File: src/rtl/anti_theft_fsm.sv
// anti_theft_fsm: vehicle anti-theft controller.
// Arms itself after the driver leaves and the arming delay runs out. An
// opened door while armed starts the entry countdown, and the siren sounds
// if the ignition is not turned on in time. The alarm re-arms after the
// doors have stayed closed for the alarm interval. The fuel pump is enabled
// only by the hidden-switch + brake + ignition combination.
//
// Optional feature macro: STATUS_BLINK_EN
//   defined   -> in ARMED the status LED toggles on every one_hz_enable pulse,
//                and the blink phase restarts at 0 on each entry to ARMED.
//   undefined -> the status LED is steady on in ARMED; one_hz_enable unused.
module anti_theft_fsm (
    input  logic       clk,
    input  logic       reset,
    input  logic       ignition,
    input  logic       door_driver,
    input  logic       door_passenger,
    input  logic       hidden,
    input  logic       brake,
    input  logic       reprogram,
    input  logic       expired,
    input  logic       one_hz_enable,
    output logic       start_timer,
    output logic [1:0] interval,
    output logic       siren,
    output logic       status_indicator,
    output logic       fuel_pump,
    output logic [2:0] state_code
);

    typedef enum logic [2:0] {
        ARMED           = 3'd0,
        TRIGGERED       = 3'd1,
        SOUND_ALARM     = 3'd2,
        DISARMED        = 3'd3,
        WAIT_DOOR_OPEN  = 3'd4,
        WAIT_DOOR_CLOSE = 3'd5,
        ARM_DELAY       = 3'd6
    } state_t;

    localparam logic [1:0] T_ARM_DELAY       = 2'b00;
    localparam logic [1:0] T_DRIVER_DELAY    = 2'b01;
    localparam logic [1:0] T_PASSENGER_DELAY = 2'b10;
    localparam logic [1:0] T_ALARM_ON        = 2'b11;

    // True when either door is open.
    function automatic logic any_door_open(input logic drv, input logic pas);
        return drv | pas;
    endfunction

    state_t     state_r;
    state_t     state_next_s;
    logic       start_timer_r;
    logic       start_timer_next_s;
    logic [1:0] interval_r;
    logic [1:0] interval_next_s;
    logic       siren_r;
    logic       siren_next_s;
    logic       status_r;
    logic       status_next_s;
    logic       fuel_pump_r;
    logic       fuel_pump_next_s;
    logic       reprogram_prev_r;
    logic       reprogram_edge_s;
    // In SOUND_ALARM: countdown must be (re)started at the next closed-door cycle.
    logic       restart_pend_r;
    logic       restart_pend_next_s;
    // In SOUND_ALARM: the alarm-on countdown is running and expiry is valid.
    logic       alarm_run_r;
    logic       alarm_run_next_s;
    logic       doors_open_s;
    // Expiry is never honoured in the cycle the timer is being (re)loaded.
    logic       expired_ok_s;
    logic       armed_status_s;

`ifdef STATUS_BLINK_EN
    logic       blink_phase_r;
    logic       blink_phase_next_s;
`else
    logic       unused_one_hz_s;
`endif

    assign reprogram_edge_s = reprogram & ~reprogram_prev_r;
    assign doors_open_s     = any_door_open(door_driver, door_passenger);
    assign expired_ok_s     = expired & ~start_timer_r;

    // Next-state and timer-start decision; priority reprogram > ignition > FSM.
    always_comb begin
        state_next_s        = state_r;
        start_timer_next_s  = 1'b0;
        interval_next_s     = interval_r;
        restart_pend_next_s = restart_pend_r;
        alarm_run_next_s    = alarm_run_r;

        if (reprogram_edge_s) begin
            state_next_s = ARMED;
        end else if (ignition) begin
            state_next_s = DISARMED;
        end else begin
            case (state_r)
                ARMED: begin
                    if (door_driver) begin
                        state_next_s       = TRIGGERED;
                        start_timer_next_s = 1'b1;
                        interval_next_s    = T_DRIVER_DELAY;
                    end else if (door_passenger) begin
                        state_next_s       = TRIGGERED;
                        start_timer_next_s = 1'b1;
                        interval_next_s    = T_PASSENGER_DELAY;
                    end else begin
                        state_next_s = ARMED;
                    end
                end
                TRIGGERED: begin
                    if (expired_ok_s) begin
                        state_next_s        = SOUND_ALARM;
                        restart_pend_next_s = 1'b1;
                        alarm_run_next_s    = 1'b0;
                    end else begin
                        state_next_s = TRIGGERED;
                    end
                end
                SOUND_ALARM: begin
                    if (doors_open_s) begin
                        // Open door aborts the countdown; restart once closed.
                        restart_pend_next_s = 1'b1;
                        alarm_run_next_s    = 1'b0;
                    end else if (restart_pend_r && !start_timer_r) begin
                        start_timer_next_s  = 1'b1;
                        interval_next_s     = T_ALARM_ON;
                        restart_pend_next_s = 1'b0;
                        alarm_run_next_s    = 1'b1;
                    end else if (expired_ok_s && alarm_run_r) begin
                        state_next_s = ARMED;
                    end else begin
                        state_next_s = SOUND_ALARM;
                    end
                end
                DISARMED: begin
                    if (!ignition) begin
                        state_next_s = WAIT_DOOR_OPEN;
                    end else begin
                        state_next_s = DISARMED;
                    end
                end
                WAIT_DOOR_OPEN: begin
                    if (door_driver) begin
                        state_next_s = WAIT_DOOR_CLOSE;
                    end else begin
                        state_next_s = WAIT_DOOR_OPEN;
                    end
                end
                WAIT_DOOR_CLOSE: begin
                    // Both doors must be shut, otherwise an open passenger door
                    // would bounce between here and ARM_DELAY every cycle.
                    if (!doors_open_s) begin
                        state_next_s       = ARM_DELAY;
                        start_timer_next_s = 1'b1;
                        interval_next_s    = T_ARM_DELAY;
                    end else begin
                        state_next_s = WAIT_DOOR_CLOSE;
                    end
                end
                ARM_DELAY: begin
                    if (doors_open_s) begin
                        state_next_s = WAIT_DOOR_CLOSE;
                    end else if (expired_ok_s) begin
                        state_next_s = ARMED;
                    end else begin
                        state_next_s = ARM_DELAY;
                    end
                end
                default: begin
                    state_next_s = ARMED;
                end
            endcase
        end

        // Alarm bookkeeping is meaningful only while sounding.
        if (state_next_s != SOUND_ALARM) begin
            restart_pend_next_s = 1'b0;
            alarm_run_next_s    = 1'b0;
        end else begin
            restart_pend_next_s = restart_pend_next_s;
            alarm_run_next_s    = alarm_run_next_s;
        end
    end

`ifdef STATUS_BLINK_EN
    // Blink phase: restarts at 0 on ARMED entry, toggles on each 1 Hz tick.
    always_comb begin
        blink_phase_next_s = 1'b0;
        if (state_next_s == ARMED) begin
            if (state_r != ARMED) begin
                blink_phase_next_s = 1'b0;
            end else if (one_hz_enable) begin
                blink_phase_next_s = ~blink_phase_r;
            end else begin
                blink_phase_next_s = blink_phase_r;
            end
        end else begin
            blink_phase_next_s = 1'b0;
        end
    end

    assign armed_status_s = blink_phase_next_s;
`else
    assign armed_status_s  = 1'b1;
    assign unused_one_hz_s = one_hz_enable;
`endif

    // Output decode from the upcoming state so outputs are registered with it.
    always_comb begin
        siren_next_s  = 1'b0;
        status_next_s = 1'b0;
        if (state_next_s == SOUND_ALARM) begin
            siren_next_s = 1'b1;
        end else begin
            siren_next_s = 1'b0;
        end
        case (state_next_s)
            ARMED:       status_next_s = armed_status_s;
            TRIGGERED:   status_next_s = 1'b1;
            SOUND_ALARM: status_next_s = 1'b1;
            default:     status_next_s = 1'b0;
        endcase
    end

    // Fuel pump latch: hidden+brake+ignition enables, ignition off disables.
    always_comb begin
        fuel_pump_next_s = fuel_pump_r;
        if (ignition && hidden && brake) begin
            fuel_pump_next_s = 1'b1;
        end else if (!ignition) begin
            fuel_pump_next_s = 1'b0;
        end else begin
            fuel_pump_next_s = fuel_pump_r;
        end
    end

    // State and output registers with synchronous reset.
    always_ff @(posedge clk) begin
        if (reset) begin
            state_r          <= ARMED;
            start_timer_r    <= 1'b0;
            interval_r       <= T_ARM_DELAY;
            siren_r          <= 1'b0;
            status_r         <= 1'b0;
            fuel_pump_r      <= 1'b0;
            reprogram_prev_r <= 1'b0;
            restart_pend_r   <= 1'b0;
            alarm_run_r      <= 1'b0;
`ifdef STATUS_BLINK_EN
            blink_phase_r    <= 1'b0;
`endif
        end else begin
            state_r          <= state_next_s;
            start_timer_r    <= start_timer_next_s;
            interval_r       <= interval_next_s;
            siren_r          <= siren_next_s;
            status_r         <= status_next_s;
            fuel_pump_r      <= fuel_pump_next_s;
            reprogram_prev_r <= reprogram;
            restart_pend_r   <= restart_pend_next_s;
            alarm_run_r      <= alarm_run_next_s;
`ifdef STATUS_BLINK_EN
            blink_phase_r    <= blink_phase_next_s;
`endif
        end
    end

    assign start_timer      = start_timer_r;
    assign interval         = interval_r;
    assign siren            = siren_r;
    assign status_indicator = status_r;
    assign fuel_pump        = fuel_pump_r;
    assign state_code       = state_r;

endmodule

File: config.mk
export PLATFORM = sky130hd
export DESIGN_NAME = anti_theft_fsm
export DESIGN_NICKNAME = d
export VERILOG_FILES = /design/src/rtl/anti_theft_fsm.sv
export SDC_FILE = /design/constraint.sdc
export NUM_CORES = 1
export LEC_CHECK = 0
export BUFFER_PORTS_ARGS = -buffer_cell sky130_fd_sc_hd__buf_4
export CAP_MARGIN = 0
export CORE_MARGIN = 4
export CORE_UTILIZATION = 53
export DETAILED_ROUTE_END_ITERATION = 12
export PLACE_DENSITY = 0.8
export SKIP_LAST_GASP = 1
export SYNTH_ARGS = -nofsm -noshare
export SYNTH_HDL_FRONTEND = slang
export SYNTH_SLANG_ARGS = --single-unit
File: constraint.sdc
create_clock -name clk -period 3.18 [get_ports clk]
set_input_delay 0.636 -clock clk [delete_from_list [all_inputs] [get_ports clk]]
set_output_delay 0.636 -clock clk [all_outputs]
set_load 0.03 [all_outputs]
==> metrics.txt <==
status=completed; cell type with the largest total area after synthesis=dfxtp_1; Cell Chain, Critical Path=buf_4 > nor4b_1 > a31oi_1 > nor4_1 > nor4b_2; routed wire length=1497 microns; CTS Hold Buffers Added=0; P_leak=0.3412 nW; period utilization=0.6283; Setup Fix Bufs, Post-CTS=0; largest net degree at the start of global routing=13; number of synthesized flops with an enable pin=0; Crit path max-delay family=simple AND/OR/NAND/NOR gates; Final GP Congestion=0.7765; Fmax=0.5005 GHz; Clock Root Buffer=clkbuf_4; largest cells by area after synthesis=dfxtp_1 34%, buf_6 6.3%, nor2b_1 5.3%, nor4_1 3.5%, nor2_1 3.2%; layout cell share with drive strength beyond 1=0.3407; Setup Viol. Count Final=0; P&R area growth vs syn=19.09%; RSZ-0062 raised after global routing=false; GR Util met1=0.2494; effective utilization at floorplan=0.6023; critical path's slowest cell=nor4_1; Slew Limit Headroom=0.4498; global route overflow=0; via count=633; die area=1999 sq um; Slew Viols, Final=0; Non-Filler Instances=105; placed insts=101; Rows=12; Crit path buffers/inverters=1; CP endpoint kind=flip-flop; ys flop type=dfxtp_1; Placed Instance Area=814.5 sq um; Crit Path Max Fanout=6; synthesized netlist cell count=74; TritonCTS buffer count=3; Clock transition at path regs=0.08 ns; R2R Path End=alarm_run_r$_SDFFE_PP0P_; vias in the first global route=560; gr usage total=0.1755; syn_nets=84; nets=102; Top Ports=19; R2R Setup Slk=1.30 ns; Commonest cells post-synth=12 x dfxtp_1, 6 x nor2_1, 6 x nor2b_1; Worst-Skew Late Latency=0.27 ns; met3 Usage GRT=0.02789; Seq cells post-synth=12; Crit Path Category=in2reg; worst hold slack=0.5421 ns; initial antenna violation count=0; M2 GR Usage=0.2550; Fin Setup TNS=0 ns; Hold Crit Class=reg2reg; GR peak layer=met2; count leader, synth=dfxtp_1; H-tree levels=1; first-pass GRT wire length=2608 microns; final instance area=850.8 sq um; Port-buffer cells=17; CP startpoint kind=input pin; post-route ant nets=0; CTS tree=yes; max_cap viols=0; worst slack, placed=0.9781 ns; delay of the slowest cell on the worst path=0.64 ns; clock skew=0.001995 ns; CTS Sinks=12; worst r2r src=state_code[0]$_SDFF_PP0_; vias per inst=6.029; final core utilization=0.7173; ant diodes=0; chip height=44.72 microns; TritonRoute pass-1 iters=4; hold path cells=2; Hold Path End=fuel_pump$_SDFFE_PP0P_; hold wc startpoint=fuel_pump$_SDFFE_PP0P_; Synth top area share=0.3363; DRC=0; DRC marker count from the first detailed-route iteration=19; syn avg cell area=9.655 sq um; minimum clock period=1.998 ns; Yosys warning total=0; R2R cell count=4; cell area power density=428.5 nW/um^2; worst slew pin tran=0.8178 ns; Worst VDD drop=0.2663 mV; synthesized cell area=714.4 sq um; post-synthesis cell type count=35; core area=1186 sq um; cts repair resizes=0; die span in x=44.72 microns; wire per inst=14.26 microns; setup ws final=1.182 ns; Post-DP HPWL=1104 microns; ys async rst share=0; Req. time, crit path=3.30 ns; Power Total=0.3646 mW; sequential-to-total area share from yosys stat=0.3363; CP arrival=2.12 ns; clock buffer depth=2; Final Hold Viols=0
==> worst reg2reg max path: cells and delay by family, from the launching register on <==
family          cells  cell delay (ns)
flops               1             0.58
simple gates        3             0.93
compound gates      1             0.23
==> worst max path at each step <==
stage          depth (start not counted)           start  slack (ns)                          end
2_1_floorplan                          4  door_passenger        1.34  status_indicator$_SDFF_PP0_
3_3_place_gp                           5     door_driver        0.90     alarm_run_r$_SDFFE_PP0P_
3_5_place_dp                           5     door_driver        0.98  restart_pend_r$_SDFFE_PP0P_
4_1_cts                                5     door_driver        1.25     alarm_run_r$_SDFFE_PP0P_
5_1_grt                                5     door_driver        1.01  restart_pend_r$_SDFFE_PP0P_
6_report                               5     door_driver        1.18     alarm_run_r$_SDFFE_PP0P_
==> sequential cells by signal, summed over array words and instances, names as in the netlist <==
name              flops
status_indicator      1
state_code            3
start_timer           1
fuel_pump             1
alarm_run_r           1
restart_pend_r        1
reprogram_prev_r      1
siren                 1
interval              2
==> area by class of cell <==
cell class	instances	area, sq um
Fill cell	91	335.3
Sequential cell	12	240.2
Inverter	3	11.26
Tap cell	14	17.52
Multi-Input combinational cell	55	417.9
Timing Repair Buffer	17	127.6
Clock buffer	4	36.28
==> cell families after synthesis <==
logic type,Yosys count,synth area share
and+or+nand+nor,36,0.3502
AOI/OAI and AO/OA,16,0.1857
DFF,12,0.3363
buffers and inverters,7,0.07880
muxes,2,0.03677
xor gates and xnor gates,1,0.01226
==> routing by layer <==
layer	wire (microns)	vias to the layer above
met5	0	-
met4	38	0
met3	114	6
met2	643	20
met1	700	294
li1	-	313
==> layout by cell type (no fill, tap or decap), types with 2 or more instances in the layout <==
master / n
buf_4: 17
nor2b_1: 6
clkbuf_4: 3
nor3_1: 2
nand2_1: 3
or2_2: 2
nor4_1: 4
a21oi_1: 4
nand3b_1: 2
inv_1: 3
nor2_1: 6
dfxtp_1: 12
nor3b_1: 3
==> where the power goes <==
group	total, mW	internal [mW]	switching (mW)
Sequential	0.166	0.157	0.00899
Combinational	0.0771	0.0346	0.0425
Clock	0.121	0.0696	0.0517
Total	0.365	0.261	0.103
(Power assumes the default switching activity.)
